===== src/rtl/uart_tx_arbiter.sv =====
// Round-robin arbiter sharing one UART transmitter among NREQ byte sources.
// Optional WAIT_BUSY timeout with sticky tx_err is enabled by defining UART_ARB_TIMEOUT_EN.
module uart_tx_arbiter #(
  parameter int NREQ    = 4,
  parameter int IDW     = 2,
  parameter int TIMEOUT = 64
) (
  input  logic              clk,
  input  logic              reset,
  input  logic              arb_en,
  input  logic [NREQ-1:0]   req,
  input  logic [8*NREQ-1:0] req_data,
  output logic [NREQ-1:0]   ack,
  output logic [IDW-1:0]    grant_id,
  output logic              arb_busy,
  output logic [7:0]        Tx_data,
  output logic              Tx_wr,
  output logic              Tx_en,
  input  logic              Tx_busy,
  output logic              tx_err
);

  typedef enum logic [1:0] {IDLE, LOAD, WAIT_BUSY, WAIT_DONE} state_t;

  state_t         state;
  logic [IDW-1:0] ptr;
  logic [IDW-1:0] sel;
  logic           grant_ok;
  logic           to_hit;

  // First pending request at or after p, wrapping NREQ-1 -> 0.
  function automatic logic [IDW-1:0] rr_pick(input logic [NREQ-1:0] r, input logic [IDW-1:0] p);
    logic [IDW-1:0]  pick;
    logic [NREQ-1:0] sh;
    logic            found;
    int              idx;
    pick  = '0;
    found = 1'b0;
    for (int i = 0; i < NREQ; i++) begin
      idx = int'(p) + i;
      if (idx >= NREQ) idx = idx - NREQ;
      sh = r >> idx;
      if (!found && sh[0]) begin
        found = 1'b1;
        pick  = IDW'(idx);
      end
    end
    return pick;
  endfunction

  function automatic logic [IDW-1:0] next_idx(input logic [IDW-1:0] i);
    return (i == IDW'(NREQ - 1)) ? '0 : i + 1'b1;
  endfunction

  function automatic logic [7:0] byte_of(input logic [8*NREQ-1:0] d, input logic [IDW-1:0] i);
    logic [7:0] b;
    b = '0;
    for (int k = 0; k < NREQ; k++)
      if (i == IDW'(k)) b = d[8*k +: 8];
    return b;
  endfunction

  assign sel      = rr_pick(req, ptr);
  assign grant_ok = Tx_en && !Tx_busy && (|req);

`ifdef UART_ARB_TIMEOUT_EN
  localparam int CNT_W = $clog2(TIMEOUT + 1);
  logic [CNT_W-1:0] to_cnt;

  assign to_hit = (to_cnt == CNT_W'(TIMEOUT - 1));

  // Counter sits at zero outside WAIT_BUSY, so it is clear on entry.
  always_ff @(posedge clk or negedge reset) begin
    if (!reset) begin
      to_cnt <= '0;
      tx_err <= 1'b0;
    end else if (state == WAIT_BUSY && !Tx_busy) begin
      to_cnt <= to_cnt + 1'b1;
      if (to_hit) tx_err <= 1'b1;
    end else begin
      to_cnt <= '0;
    end
  end
`else
  logic unused_timeout;
  assign unused_timeout = ^TIMEOUT;
  assign to_hit = 1'b0;
  assign tx_err = 1'b0;
`endif

  always_ff @(posedge clk or negedge reset) begin
    if (!reset) begin
      state    <= IDLE;
      ack      <= '0;
      grant_id <= '0;
      arb_busy <= 1'b0;
      Tx_data  <= 8'h00;
      Tx_wr    <= 1'b0;
      Tx_en    <= 1'b0;
      ptr      <= '0;
    end else begin
      Tx_en <= arb_en;
      ack   <= '0;
      Tx_wr <= 1'b0;
      case (state)
        IDLE: begin
          if (grant_ok) begin
            Tx_data  <= byte_of(req_data, sel);
            grant_id <= sel;
            ack      <= {{(NREQ-1){1'b0}}, 1'b1} << sel;
            ptr      <= next_idx(sel);
            arb_busy <= 1'b1;
            state    <= LOAD;
          end
        end
        LOAD: begin
          Tx_wr <= 1'b1;
          state <= WAIT_BUSY;
        end
        WAIT_BUSY: begin
          if (Tx_busy) begin
            state <= WAIT_DONE;
          end else if (to_hit) begin
            state    <= IDLE;
            arb_busy <= 1'b0;
          end
        end
        WAIT_DONE: begin
          if (!Tx_busy) begin
            state    <= IDLE;
            arb_busy <= 1'b0;
          end
        end
        default: begin
          state    <= IDLE;
          arb_busy <= 1'b0;
        end
      endcase
    end
  end

endmodule


===== config.mk =====
export PLATFORM = sky130hd
export DESIGN_NAME = uart_tx_arbiter
export DESIGN_NICKNAME = d
export VERILOG_FILES = /design/src/rtl/uart_tx_arbiter.sv
export SDC_FILE = /design/constraint.sdc
export NUM_CORES = 1
export LEC_CHECK = 0
export ABC_AREA = 1
export BUFFER_PORTS_ARGS = -buffer_cell sky130_fd_sc_hd__buf_2
export CAP_MARGIN = 20
export CORE_MARGIN = 5
export CORE_UTILIZATION = 35
export CTS_CLUSTER_DIAMETER = 30
export CTS_CLUSTER_SIZE = 8
export DETAILED_ROUTE_END_ITERATION = 10
export GPL_TIMING_DRIVEN = 0
export PLACE_DENSITY = 0.66
export SLEW_MARGIN = 40
export SYNTH_ARGS = -nofsm -noshare
export SYNTH_HDL_FRONTEND = slang
export SYNTH_SLANG_ARGS = --single-unit

===== constraint.sdc =====
create_clock -name clk -period 4.5 [get_ports clk]
set_input_delay 0.225 -clock clk [delete_from_list [all_inputs] [get_ports clk]]
set_output_delay 0.225 -clock clk [all_outputs]
set_load 0.05 [all_outputs]

==> results.cfg <==
[synth]
synth_cell_types = 24
synth_common_cells = nand2_1 (45), dfrtp_1 (21), inv_1 (16), nand3_1 (16), o21ai_0 (15)
synth_top_area_frac = 0.361
synthArstFlopShare = 1.00
synth_seq_area_share = 0.361
syn_inst = 187
syn_area_um2 = 1450
yosys_warnings = 0
syn_avg_cell_area_um2 = 7.77
synth-edff-count = 0
yosysMostFrequentCell = nand2_1
yosys.area.top_type = dfrtp_1
synthTopCellsByArea = dfrtp_1 (36%), nand2_1 (12%), ha_1 (11%), nand3_1 (5.5%), nand2_2 (5.2%)
synth_flop_cell = dfrtp_1
ys_ff_latch = 21
synth_nets = 240

[flow_run]
cap_violations = 0

[floorplan]
io_pins = 58
coreArea_um2 = 4000
dieArea_um2 = 5540
rows = 23
start_util = 0.363
dieWidth_um = 74.5
die_y_um = 74.5

[hold_path]
hold_class = in -> reg
hold_depth = 1
hp-start = arb_en
min_to = Tx_en$_DFF_PN0_

[cts]
cts_setup_buffers = 0
cts_tree = done
cts_buffers = 3
cts_max_level = 1
clk_pin_slew_worst_paths_ps = 80
cts_buffer_depth = 2
cts.sinks = 21
root_buffer = clkbuf_8
clk_latency_ps = 260

[timing]
period_minus_slack_ps = 3120
slew_viol_final = 0
rsz0062_at_grt = no
setup_viol = 0
finalCritPeriodShare = 0.692
finalClockSkew_ps = 6.25
finalHoldViolCount = 0
max_freq_ghz = 0.321
setup_tns_ps = 0
timing.hold.ws_ps = 66.4

[detailed_routing]
drt-pass1-iter-count = 4
drc = 0
drt-total-wl_mm = 3.45
vias = 1397
ant_nets = 0
via_per_inst = 4.69
drt_iter0_drc = 32
wl_per_cell_um = 11.6

[cells_and_area]
diodes = 0
fin_nets = 302
syn2layout_area_growth_pct = 27.5
drive_gt1_frac = 0.347
final-seq-area_um2 = 526
nFillCells = 398
multiInputGateArea_um2 = 823

[placement]
dp_hpwl_mm = 2.76
port_buffers = 56
place_congestion = 0.797

[power_and_ir_drop]
power.density_nw_per_um2 = 822
p_leak_nw = 1.00
vdd_drop_max_mv = 0.367

[global_routing]
grt_pass1_wl_mm = 5.71
grt_max_degree = 22
grt_pass1_vias = 1255
grt_usage = 0.131
grt_antenna_before_repair = 0
grt_overflow = 0

[critical_path]
timing.rr.start = ptr[0]$_DFFE_PN0P_
r2r_end = Tx_data[4]$_DFFE_PN0P_
regToRegSetupSlack_ps = 1380
cp-start-kind = register
cp.required_ps = 4640
rr_worst_depth = 15
crit_arrival_ps = 3250
path_max_fanout = 10
critPathKind = reg -> reg
cp-end-kind = register

[status]
outcome = finished, final reports clean
[layout by cell type, fill, tap and decap left out]
cell type,n
a21oi_1,11
buf_2,57
buf_4,1
clkbuf_1,3
clkbuf_8,3
clkinv_1,2
clkinv_2,1
conb_1,1
dfrtp_1,21
dlygate4sd3_1,1
ha_1,13
inv_1,16
inv_2,2
inv_4,1
nand2_1,45
nand2_2,12
nand3_1,16
nand3_2,5
nand3b_1,1
nand4_1,1
nand4_4,1
nor2_1,7
nor2_2,2
nor2_4,1
o211ai_1,8
o21a_1,1
o21ai_0,15
[layer usage]
layer | wire length (um) | GRT usage | vias to the layer above
met1 | 1520 | 0.169 | 625
met3 | 251 | 0.0338 | 4
met2 | 1650 | 0.220 | 38
met5 | 0 | 0 | -
met4 | 27 | 0.0356 | 0
li1 | - | - | 730
[worst max-delay path by stage]
stage / from / slack (ps) / end
floorplan: ptr[0]$_DFFE_PN0P_ / 1930 / Tx_data[0]$_DFFE_PN0P_
global placement: ptr[0]$_DFFE_PN0P_ / 1380 / Tx_data[4]$_DFFE_PN0P_
detailed placement: ptr[0]$_DFFE_PN0P_ / 1390 / Tx_data[0]$_DFFE_PN0P_
CTS: ptr[0]$_DFFE_PN0P_ / 1370 / Tx_data[4]$_DFFE_PN0P_
global route: ptr[0]$_DFFE_PN0P_ / 1060 / Tx_data[5]$_DFFE_PN0P_
finish: ptr[0]$_DFFE_PN0P_ / 1380 / Tx_data[4]$_DFFE_PN0P_
[cell type report]
class | instances | area share
sequential | 21 | 0.284
clock buffer | 3 | 0.0223
buffer | 5 | 0.0128
timing repair buffer | 57 | 0.157
clock inverter | 1 | 0.00270
multi-input combinational | 140 | 0.444
tap | 50 | 0.0338
inverter | 21 | 0.0439
[critical path, cell delays in order (launching register included)]
cell and delay, ps:
dfrtp_1 580, inv_4 130, ha_1 380, clkinv_1 150, nand3_2 120, nand3_2 100, o21ai_0 150, nand2_1 90
nand2_2 80, nand2_2 80, inv_1 80, ha_1 130, clkbuf_1 330, inv_1 250, o21ai_0 230, o211ai_1 110
[power breakdown]
part | internal (mW) | switching, mW
Sequential | 0.258 | 0.0558
Combinational | 0.337 | 0.750
Clock | 0.0616 | 0.0601
Total | 0.657 | 0.866
[flip-flops by register name, indices dropped and copies added, names as in the netlist]
| signal | cells |
|---|---|
| Tx_en | 1 |
| state | 2 |
| arb_busy | 1 |
| Tx_wr | 1 |
| ptr | 2 |
| Tx_data | 8 |
| ack | 4 |
| grant_id | 2 |
[per-stage QoR]
step | util | instances | setup WS [ps] | area, um2 | power [mW]
floorplan | - | 187 | 1930 | 1450 | 1.17
global placement | 0.449 | 293 | 1380 | 1800 | 1.40
detailed placement | 0.449 | 293 | 1390 | 1800 | 1.41
CTS | 0.463 | 298 | 1370 | 1850 | 1.54
global route | 0.463 | 298 | 1060 | 1850 | 1.68
finish | 0.463 | 298 | 1380 | 1850 | 1.52
[kinds of logic (layout without fill, tap and decap cells)]
kind of cell,after synthesis,count (layout),synth area share
and+or+nand+nor,91,91,0.316
AOI/OAI and AO/OA,35,35,0.136
buffers and inverters,26,87,0.0723
DFF,21,21,0.361
adders and majority gates,13,13,0.112
other,1,1,0.00258
[timing repair]
item / in CTS / in global routing
setup endpoints to repair: 0 / 0
gates resized for setup: 0 / 0
hold endpoints to repair: 21 / 0
hold buffers: 1 / 0
Power figures use the tool's default switching activity.
